<file path="src/rtl/tm_access_arbiter.sv">
// Shares the tape memory and rule-table port among the LCD reader, table loader and tape editor.
// LCD has fixed priority; loader/editor alternate; execute is granted only while idle in run mode.
module tm_access_arbiter (
    input  logic        clk,
    input  logic        rst,
    input  logic        run_start,
    input  logic        run_stop,
    input  logic        lcd_req,
    input  logic [10:0] lcd_addr,
    output logic        lcd_valid,
    output logic [1:0]  lcd_data,
    input  logic        ld_req,
    input  logic [10:0] ld_addr,
    input  logic [10:0] ld_data,
    output logic        ld_done,
    input  logic        ed_req,
    input  logic        ed_move,
    input  logic [10:0] ed_addr,
    input  logic [1:0]  ed_sym,
    input  logic        ed_dir,
    output logic        ed_done,
    output logic        execute,
    output logic        mem_access,
    output logic        mem_rw,
    output logic [10:0] mem_addr,
    output logic [1:0]  mem_wdata,
    output logic        head_dir,
    output logic        move_head,
    output logic        state_access,
    output logic [10:0] state_addr,
    output logic [10:0] state_in,
    input  logic [1:0]  mem_rdata
);

    typedef enum logic [1:0] {ST_IDLE, ST_ISSUE, ST_CAPTURE, ST_ACK} state_t;
    typedef enum logic [1:0] {ID_LCD, ID_LD, ID_ED_WR, ID_ED_MV} req_id_t;

    state_t      state_reg;
    req_id_t     id_reg;
    logic        run_mode_reg;
    logic        ld_first_reg;
    logic        lcd_valid_reg;
    logic [1:0]  lcd_data_reg;
    logic        ld_done_reg;
    logic        ed_done_reg;
    logic        mem_access_reg;
    logic        mem_rw_reg;
    logic [10:0] mem_addr_reg;
    logic [1:0]  mem_wdata_reg;
    logic        head_dir_reg;
    logic        move_head_reg;
    logic        state_access_reg;
    logic [10:0] state_addr_reg;
    logic [10:0] state_in_reg;

    logic grant_lcd;
    logic grant_ld;
    logic grant_ed;

    // Loader and editor are locked out entirely while the machine is running.
    always_comb begin
        grant_lcd = lcd_req;
        grant_ld  = !lcd_req && !run_mode_reg && ld_req && (!ed_req || ld_first_reg);
        grant_ed  = !lcd_req && !run_mode_reg && ed_req && (!ld_req || !ld_first_reg);
    end

    always_ff @(posedge clk) begin
        if (rst) begin
            state_reg        <= ST_IDLE;
            id_reg           <= ID_LCD;
            run_mode_reg     <= 1'b0;
            ld_first_reg     <= 1'b1;
            lcd_valid_reg    <= 1'b0;
            lcd_data_reg     <= 2'b00;
            ld_done_reg      <= 1'b0;
            ed_done_reg      <= 1'b0;
            mem_access_reg   <= 1'b0;
            mem_rw_reg       <= 1'b1;
            mem_addr_reg     <= '0;
            mem_wdata_reg    <= 2'b00;
            head_dir_reg     <= 1'b0;
            move_head_reg    <= 1'b0;
            state_access_reg <= 1'b0;
            state_addr_reg   <= '0;
            state_in_reg     <= '0;
        end else begin
            if (run_stop) begin
                run_mode_reg <= 1'b0;
            end else if (run_start && !run_mode_reg) begin
                run_mode_reg <= 1'b1;
            end

            case (state_reg)
                ST_IDLE: begin
                    if (grant_lcd) begin
                        id_reg         <= ID_LCD;
                        mem_addr_reg   <= lcd_addr;
                        mem_access_reg <= 1'b1;
                        state_reg      <= ST_ISSUE;
                    end else if (grant_ld) begin
                        id_reg           <= ID_LD;
                        state_addr_reg   <= ld_addr;
                        state_in_reg     <= ld_data;
                        state_access_reg <= 1'b1;
                        ld_first_reg     <= 1'b0;
                        state_reg        <= ST_ISSUE;
                    end else if (grant_ed) begin
                        id_reg        <= ed_move ? ID_ED_MV : ID_ED_WR;
                        mem_addr_reg  <= ed_addr;
                        mem_wdata_reg <= ed_sym;
                        head_dir_reg  <= ed_dir;
                        ld_first_reg  <= 1'b1;
                        state_reg     <= ST_ISSUE;
                        if (ed_move) begin
                            move_head_reg <= 1'b1;
                        end else begin
                            mem_access_reg <= 1'b1;
                            mem_rw_reg     <= 1'b0;
                        end
                    end
                end
                ST_ISSUE: begin
                    mem_access_reg   <= 1'b0;
                    mem_rw_reg       <= 1'b1;
                    move_head_reg    <= 1'b0;
                    state_access_reg <= 1'b0;
                    if (id_reg == ID_LCD) begin
                        state_reg <= ST_CAPTURE;
                    end else begin
                        ld_done_reg <= (id_reg == ID_LD);
                        ed_done_reg <= (id_reg == ID_ED_WR) || (id_reg == ID_ED_MV);
                        state_reg   <= ST_ACK;
                    end
                end
                ST_CAPTURE: begin
                    // Tape memory returns read data one cycle after the access strobe.
                    lcd_data_reg  <= mem_rdata;
                    lcd_valid_reg <= 1'b1;
                    state_reg     <= ST_ACK;
                end
                ST_ACK: begin
                    lcd_valid_reg <= 1'b0;
                    ld_done_reg   <= 1'b0;
                    ed_done_reg   <= 1'b0;
                    state_reg     <= ST_IDLE;
                end
                default: state_reg <= ST_IDLE;
            endcase
        end
    end

    assign execute      = run_mode_reg && (state_reg == ST_IDLE);
    assign lcd_valid    = lcd_valid_reg;
    assign lcd_data     = lcd_data_reg;
    assign ld_done      = ld_done_reg;
    assign ed_done      = ed_done_reg;
    assign mem_access   = mem_access_reg;
    assign mem_rw       = mem_rw_reg;
    assign mem_addr     = mem_addr_reg;
    assign mem_wdata    = mem_wdata_reg;
    assign head_dir     = head_dir_reg;
    assign move_head    = move_head_reg;
    assign state_access = state_access_reg;
    assign state_addr   = state_addr_reg;
    assign state_in     = state_in_reg;

endmodule

</file>
<file path="config.mk">
export PLATFORM = sky130hd
export DESIGN_NAME = tm_access_arbiter
export DESIGN_NICKNAME = d
export VERILOG_FILES = /design/src/rtl/tm_access_arbiter.sv
export SDC_FILE = /design/constraint.sdc
export NUM_CORES = 1
export LEC_CHECK = 0
export ABC_AREA = 1
export BUFFER_PORTS_ARGS = -buffer_cell sky130_fd_sc_hd__buf_2
export CORE_ASPECT_RATIO = 2
export CORE_MARGIN = 10
export CORE_UTILIZATION = 43
export CTS_BUF_LIST = sky130_fd_sc_hd__clkbuf_2 sky130_fd_sc_hd__clkbuf_4 sky130_fd_sc_hd__clkbuf_8
export DETAILED_ROUTE_END_ITERATION = 7
export HOLD_SLACK_MARGIN = 0.1
export PLACE_DENSITY = 0.82
export SLEW_MARGIN = 15
export SYNTH_ARGS = -nofsm -noshare
export SYNTH_HDL_FRONTEND = slang
export SYNTH_SLANG_ARGS = --single-unit
</file>
<file path="constraint.sdc">
create_clock -name clk -period 1.45 [get_ports clk]
set_input_delay 0.2175 -clock clk [delete_from_list [all_inputs] [get_ports clk]]
set_output_delay 0.2175 -clock clk [all_outputs]
set_load 0.05 [all_outputs]
</file>
Yosys cells after proc, flatten, opt, wreduce, memory -nomap -nowiden
Cells that the tools add are included.

storage, ports and cells
  register bits = 51
  output and inout bits = 46
  word-level logic and storage cells = 108
  input port bits = 57

operators by class
  muxes and demuxes = 37
  bitwise gates (word level) = 2
  equal/unequal tests = 18
  reductions and logical operators = 34

operators with widths
  operator                                        count
  2-to-1 mux 11 bit                               3
  2-to-1 mux 1 bit                                20
  inequality test 2 bit (second input constant)   8
  one-hot mux 1 bit (2 select lines)              7
  2-to-1 mux 2 bit                                6
  AND reduction 3 bit                             4
  AND reduction 5 bit                             2
  nonzero test 2 bit                              5
  inequality test 3 bit (second input constant)   3
  == test 2 bit (second input constant)           4
  one-hot mux 2 bit (4 select lines)              1
  AND reduction 4 bit                             2
  logical AND 1 bit                               7
  zero test 1 bit                                 5
  == test 2 x 1 -> 1 bit (second input constant)  2
  zero test 2 bit                                 2
  inequality test 4 bit (second input constant)   1
  AND reduction 2 bit                             2
  logical OR 1 bit                                3
  nonzero test 3 bit                              1
  NOT 1 bit                                       2
  OR reduction 2 bit                              1

Logic depth before layout (Yosys ltp)
Gate-level depths: netlist of run 1.

  word-level depth = 8
  depth in mapped cells = 10
  mapped depth without buffers = 9

Worst setup path after synthesis of run 1
No wires, ideal clock.

  path kind = flip-flop to output port
  from = register state_reg[0]
  to = output execute
  buffers on the path = 2
  data required time = 1.233 ns
  arrival time = 1.355 ns
  cell stages (with the launch flop) = 7
  slack = -0.122 ns
  path through = dfxtp_1 -> inv_1 -> ha_1 -> buf_4 -> buf_2 -> nand2_1 -> inv_1

on the way
  word-level cells in the longest chain between the ends = 2

RTL lines
  item                    RTL line  RTL
  from (decl)             38        state_t state_reg;
  from (signal assigned)  69        state_reg <= ST_IDLE;
  from (signal assigned)  99        state_reg <= ST_ISSUE;
  from (signal assigned)  106       state_reg <= ST_ISSUE;
  zero test 2 bit         152       assign execute = run_mode_reg && (state_reg == ST_IDLE);
  logical AND 1 bit       152
  to (decl)               22        output logic execute,

No other way between the ends.

Final worst setup path of run 1
Same ends and word-level chain as after synthesis.

==> results of run 1 <==
[logic make-up (layout without fill, tap and decap cells)]
kind of cell | count (synthesis) | in the layout | share of synthesized area, %
AND/OR/NAND/NOR | 160 | 160 | 31.5
adder cells (fa/ha/maj) | 4 | 4 | 2.29
AO/OA/AOI/OAI | 52 | 52 | 12.1
flip-flops | 51 | 51 | 46.7
buffers and inverters | 31 | 142 | 7.38
[layout by cell type, fill, tap and decap left out]
cell / count
buf_2: 101
nor2_1: 68
nand2_1: 60
dfxtp_1: 49
o21ai_0: 29
nand3_1: 19
a21oi_1: 15
buf_4: 15
inv_1: 11
clkbuf_8: 6
o21ai_1: 5
buf_6: 3
inv_2: 2
nand2_2: 2
nand2_4: 2
nor3_1: 2
ha_1: 2
dfxtp_2: 2
clkinvlp_4: 1
nor2_4: 1
nand4_4: 1
inv_4: 1
nand3_4: 1
nand4_1: 1
nor2_2: 1
o21a_1: 1
or2_2: 1
a21oi_2: 1
o211ai_1: 1
or3_1: 1
ha_4: 1
ha_2: 1
clkinv_2: 1
dlygate4sd3_1: 1
[power groups by stage]
stage	Clock, mW	Combinational [mW]	Sequential [mW]
CTS	0.853	2.84	1.86
global route	0.904	3.15	1.90
detailed placement	0	2.68	1.90
finish	0.816	2.88	1.87
floorplan	0	1.14	2.79
global placement	0	2.63	1.87
[layer usage]
| metal | GRT usage, % | wire length, µm | up-vias |
|---|---|---|---|
| met4 | 3.97 | 81 | 0 |
| met3 | 5.16 | 530 | 7 |
| met1 | 14.6 | 2390 | 1014 |
| met2 | 26.8 | 3400 | 83 |
| li1 | - | - | 1173 |
| met5 | 0 | 0 | - |
[repair_timing]
action                                  in CTS  in global routing
pin swaps                                    1                  2
endpoints found under the hold margin        1                  0
gates resized for setup                      2                 14
endpoints found under the setup margin       1                 35
hold buffers                                 1                  0
setup buffers                                4                  0
[metrics by stage]
stage	worst slack [ns]	cells	area, µm²	utilization, %
after global placement	0.0954	454	2770	56.5
final	0.0366	466	2940	59.8
after CTS	0.00165	466	2910	59.4
after global routing	-0.0226	466	2940	59.8
after floorplan	0.0219	298	2200	-
after detailed placement	0.0421	454	2770	56.5
[worst min-delay path, cell delays in order]
cell	delay, ns
buf_2	0.08
nor2_1	0.03
nor2_1	0.08
[worst paths after layout]
kind	from	end	slack, ns	cells after the start
setup / recovery	state_reg[0]	execute	0.04	5
hold / removal	ed_sym[0]	mem_wdata[0]	0.14	3
setup reg to reg	state_reg[0]	state_addr[1]	0.06	7
hold reg to reg	mem_addr[3]	mem_addr[3]	0.46	2
[cell type report]
type | instances | share of cell area (%)
multi-input cells | 216 | 35.1
flip-flops and latches | 51 | 34.9
repair buffers | 120 | 22.5
clock buffers | 6 | 2.81
well taps | 57 | 2.43
inverters | 15 | 2.13
clock inverters | 1 | 0.170
==> load_flow_metrics.sql, run 1 <==
INSERT INTO impl_metrics (metric_group, metric, value, unit) VALUES
('cells_and_area', 'sequential_cell_area', '1020', 'µm²'),
('flow_run', 'max_capacitance_violation_count', '0', ''),
('floorplanning', 'fp-row-count', '36', ''),
('placement', 'port_buffers', '102', ''),
('yosys', 'post_synth_num_cell_types', '24', ''),
('worst_setup_path', 'critical_path_buf_inv_count', '3', ''),
('cts', 'clkTransAtPathRegs', '0.09', 'ns'),
('timing', 'slew_viol_final', '0', ''),
('worst_setup_path', 'critical-path-max-stage-delay', '0.35', 'ns'),
('yosys', 'post-synth-top-count-cell', 'nor2_1', ''),
('cells_and_area', 'area_growth', '34.3', '%'),
('cts', 'h_tree_levels', '2', ''),
('pwr', 'vdd_ir_drop_max', '1.27', 'mV'),
('global_routing', 'grt_first_pass_wirelength', '10400', 'µm'),
('drt', 'drtIter0Drc', '117', ''),
('pwr', 'sw_power', '2.57', 'mW'),
('global_routing', 'grt_antenna_before_repair', '0', ''),
('drt', 'first_pass_iters', '4', ''),
('drt', 'ant_nets', '0', ''),
('timing', 'worst_clock_skew', '0.00563', 'ns'),
('yosys', 'ys_async_sr_fraction', '0', '%'),
('floorplanning', 'pin_count', '103', ''),
('drt', 'route.detailed.vias_per_inst', '4.89', ''),
('timing', 'max_slew.worst_pin.slew', '0.297', 'ns'),
('worst_setup_path', 'start_kind', 'register', ''),
('worst_setup_path', 'required', '1.23', 'ns'),
('cells_and_area', 'final_net_count', '470', ''),
('timing', 'final_hold_viol_count', '0', ''),
('outcome', 'outcome', 'finished, final reports clean', ''),
('yosys', 'synthesis.instances', '298', ''),
('yosys', 'synth_largest_type_area_fraction', '46.7', '%'),
('drt', 'routed_wl', '6400', 'µm'),
('timing', 'setup_repair_after_global_routing_missed_its_margin', 'true', ''),
('yosys', 'synth.cells.most_frequent', '69 x nor2_1, 62 x nand2_1, 51 x dfxtp_1', ''),
('pwr', 'total_chip_power', '5.56', 'mW'),
('worst_setup_path', 'crit_type', 'reg -> out', ''),
('pwr', 'seq_power_share', '33.5', '%'),
('timing', 'finalHoldWorstSlack', '0.139', 'ns'),
('timing', 'fin_crit', '1.41', 'ns'),
('timing', 'final.period_utilization', '97.5', '%'),
('yosys', 'synth_ff_type', 'dfxtp_1', ''),
('worst_setup_path', 'setup.worst_path.end_class', 'primary output', ''),
('yosys', 'synth.yosys.warnings', '0', ''),
('drt', 'wl_per_cell', '13.7', 'µm'),
('floorplanning', 'die-height', '121', 'µm'),
('yosys', 'synth.largest_area_cell', 'dfxtp_1', ''),
('worst_setup_path', 'worst_ep_arrival_time', '1.20', 'ns'),
('placement', 'dp_hpwl', '5110', 'µm'),
('worst_hold_path', 'worstHoldPathType', 'in -> reg', ''),
('global_routing', 'overflow', '0', ''),
('timing', 'setup-violations-final', '0', ''),
('worst_setup_path', 'slowest_stage', 'dfxtp_2', ''),
('floorplanning', 'die-area', '8510', 'µm²'),
('yosys', 'postSynthRegisterBits', '51', ''),
('cells_and_area', 'insertedDiodeCount', '0', ''),
('cells_and_area', 'drive_above_1_share', '35.2', '%'),
('worst_setup_path', 'path_cells', 'inv_1, ha_4, nand2_2, clkinvlp_4, buf_6', ''),
('yosys', 'synth_edf_count', '0', ''),
('pwr', 'static-leakage-power', '1.49', 'nW'),
('yosys', 'mappedNetlistArea', '2190', 'µm²'),
('drt', 'route.vias.total', '2277', ''),
('drt', 'route.detailed.drc', '0', ''),
('placement', 'gpl.final_weighted_congestion', '0.834', ''),
('cts', 'max-clock-path-buffers', '2', ''),
('global_routing', 'gr-usage-all-layers', '14.4', '%'),
('global_routing', 'first_global_vias', '2250', ''),
('pwr', 'power.clock.fraction', '14.7', '%'),
('pwr', 'internal_power', '2.99', 'mW'),
('cts', 'tritoncts', 'built', ''),
('floorplanning', 'initial_utilization', '44.5', '%'),
('floorplanning', 'floorplan.die.width', '70.4', 'µm');
Power figures use the tool's default switching activity.
==> inputs of run 2 (changes only) <==
- CORE_MARGIN: 10 -> not set
- CORE_UTILIZATION: 43 -> 48
- PLACE_DENSITY: 0.82 -> 0.86
- clock period: 1.45 -> 1.55 ns (I/O delays scaled with it)
==> load_flow_metrics.sql, run 2 (same netlist as run 1, synthesis figures left out) <==
INSERT INTO impl_metrics (metric_group, metric, value, unit) VALUES
('flow_run', 'max_capacitance_violation_count', '0', ''),
('drt', 'first_pass_iters', '4', ''),
('pwr', 'power.clock.fraction', '16.8', '%'),
('cts', 'numCtsBuffers', '5', ''),
('pwr', 'seq_power_share', '32.4', '%'),
('global_routing', 'gr-usage-all-layers', '24.1', '%'),
('worst_setup_path', 'required', '1.32', 'ns'),
('cts', 'max-clock-path-buffers', '2', ''),
('global_routing', 'first_global_vias', '2142', ''),
('timing', 'slew_viol_final', '0', ''),
('worst_setup_path', 'critical-path-max-stage-delay', '0.34', 'ns'),
('worst_setup_path', 'crit_type', 'reg -> out', ''),
('floorplanning', 'floorplan.die.width', '49.7', 'µm'),
('drt', 'drtIter0Drc', '36', ''),
('worst_setup_path', 'start_kind', 'register', ''),
('floorplanning', 'initial_utilization', '50.4', '%'),
('worst_hold_path', 'worstHoldPathType', 'in -> reg', ''),
('timing', 'finalSetupTns', '0', 'ns'),
('timing', 'fin_crit', '1.54', 'ns'),
('timing', 'finalHoldWorstSlack', '0.160', 'ns'),
('worst_setup_path', 'critical_path_buf_inv_count', '4', ''),
('worst_setup_path', 'setup.worst_path.end_class', 'primary output', ''),
('global_routing', 'overflow', '0', ''),
('cts', 'h_tree_levels', '2', ''),
('cells_and_area', 'drive_above_1_share', '33.7', '%'),
('worst_setup_path', 'worst-path-max-fanout', '7', ''),
('outcome', 'outcome', 'finished, final reports clean', ''),
('pwr', 'power_per_cell_area', '1820', 'nW/µm²'),
('cells_and_area', 'final_common_cell', 'buf_2', ''),
('placement', 'dp_hpwl', '4140', 'µm'),
('drt', 'ant_nets', '0', ''),
('floorplanning', 'pin_count', '103', ''),
('worst_setup_path', 'critPathTopFamily', 'buffers and inverters', ''),
('timing', 'setup-violations-final', '0', ''),
('drt', 'wl_per_cell', '12.3', 'µm'),
('pwr', 'sw_power', '2.42', 'mW'),
('drt', 'routed_wl', '5650', 'µm'),
('cts', 'cts_sinks', '51', ''),
('worst_setup_path', 'slowest_stage', 'dfxtp_2', ''),
('timing', 'timing.max_slew.rel_slack', '80.6', '%'),
('timing', 'final.period_utilization', '99.6', '%'),
('drt', 'route.detailed.drc', '0', ''),
('placement', 'dpl_worst_slack', '0.0138', 'ns'),
('placement', 'gpl.final_weighted_congestion', '0.819', ''),
('cts', 'clock_insertion_delay_worst_skew', '0.30', 'ns'),
('cells_and_area', 'insertedDiodeCount', '0', ''),
('drt', 'route.vias.total', '2260', ''),
('pwr', 'vdd_ir_drop_max', '1.21', 'mV'),
('pwr', 'combPwrFrac', '50.7', '%'),
('cts', 'clockRootBuffer', 'clkbuf_8', ''),
('drt', 'route.detailed.vias_per_inst', '4.91', ''),
('timing', 'setup_repair_after_global_routing_missed_its_margin', 'true', ''),
('cts', 'tritoncts', 'built', ''),
('floorplanning', 'die-height', '97.4', 'µm'),
('timing', 'maxClockFrequency', '648', 'MHz'),
('floorplanning', 'die-area', '4840', 'µm²'),
('global_routing', 'grt_antenna_before_repair', '0', ''),
('global_routing', 'pin_count_of_the_biggest_net_entering_global_routing', '35', ''),
('cts', 'clkTransAtPathRegs', '0.09', 'ns'),
('cells_and_area', 'layout.cells.most_common_list', '101 x buf_2, 69 x nor2_1, 61 x nand2_1, 49 x dfxtp_1, 34 x o21ai_0', ''),
('cells_and_area', 'finalCoreUtilization', '67.8', '%'),
('placement', 'port_buffers', '102', ''),
('floorplanning', 'coreArea', '4340', 'µm²'),
('cells_and_area', 'final_net_count', '467', ''),
('global_routing', 'grt_first_pass_wirelength', '9120', 'µm'),
('pwr', 'static-leakage-power', '1.50', 'nW'),
('cells_and_area', 'layout.filler_cells', '396', ''),
('timing', 'worst_clock_skew', '0.00626', 'ns'),
('pwr', 'power.switching_fraction', '45.0', '%'),
('timing', 'worst_slack', '0.00577', 'ns'),
('worst_setup_path', 'worst_ep_arrival_time', '1.31', 'ns'),
('timing', 'final_hold_viol_count', '0', ''),
('pwr', 'internal_power', '2.95', 'mW'),
('timing', 'max_slew.worst_pin.slew', '0.291', 'ns'),
('cells_and_area', 'area_growth', '34.7', '%'),
('worst_setup_path', 'path_cells', 'inv_2, ha_4, buf_12, nand2_4, clkinvlp_4, buf_8', ''),
('floorplanning', 'fp-row-count', '34', '');
-- run 2: cell types whose count changed in the layout (fill, tap and decap cells not counted), sizes merged --
cell      previous run  this run
clkinvlp             1         2
bufinv               0         1
clkinv               1         0
buf                119       116
clkbuf               6         5
-- run 2: repair_timing --
item	CTS	global route
gates resized for setup	8	0
hold endpoints to repair	1	0
setup buffers	3	3
hold buffers	1	0
pin swaps	1	1
endpoints found under the setup margin	1	1
-- run 2: path summary, 6_finish.rpt --
kind / from / end / slack (ns) / cells after the start
max: state_reg[1] / execute / 0.006 / 6
min reg2reg: ld_done / ld_done / 0.46 / 2
min: mem_rdata[0] / lcd_data[0] / 0.16 / 3
max reg2reg: state_reg[0] / state_addr[5] / 0.10 / 7
-- run 2: layout make-up --
type	count	area, µm²	share of cell area [%]
clock inverters	2	37.5	1.27
repair buffers	117	661	22.4
clock buffers	5	68.8	2.34
multi-input cells	216	1020	34.8
well taps	54	67.6	2.29
inverters	15	62.6	2.12
flip-flops and latches	51	1020	34.8
-- run 2: power by group through the flow --
stage	logic [mW]	clock network (mW)	registers, mW
after floorplan	1.03	0	2.61
after global placement	2.42	0	1.78
after detailed placement	2.47	0	1.79
after CTS	2.63	0.926	1.74
after global routing	2.93	0.975	1.77
final	2.72	0.904	1.74
-- run 2: stage by stage --
step / cells / total power, mW / instance area (µm²)
5_1_grt: 460 / 5.68 / 2940
2_1_floorplan: 298 / 3.64 / 2190
4_1_cts: 457 / 5.30 / 2920
3_3_place_gp: 446 / 4.19 / 2760
6_report: 460 / 5.37 / 2940
3_5_place_dp: 446 / 4.25 / 2760
-- run 2: metal layers --
metal / up-vias / part of all wire [%] / global-route usage (%) / wire (µm)
met5: - / 0 / 0 / 0
met4: 0 / 2.2 / 9.89 / 122
met3: 11 / 6.2 / 5.63 / 353
met2: 97 / 55 / 47.0 / 3120
met1: 989 / 36 / 22.4 / 2060
li1: 1163 / - / - / -
-- run 2: tightest hold or removal path, stage by stage --
cell	delay, ns
buf_2	0.07
nor2_1	0.03
nor2_1	0.09
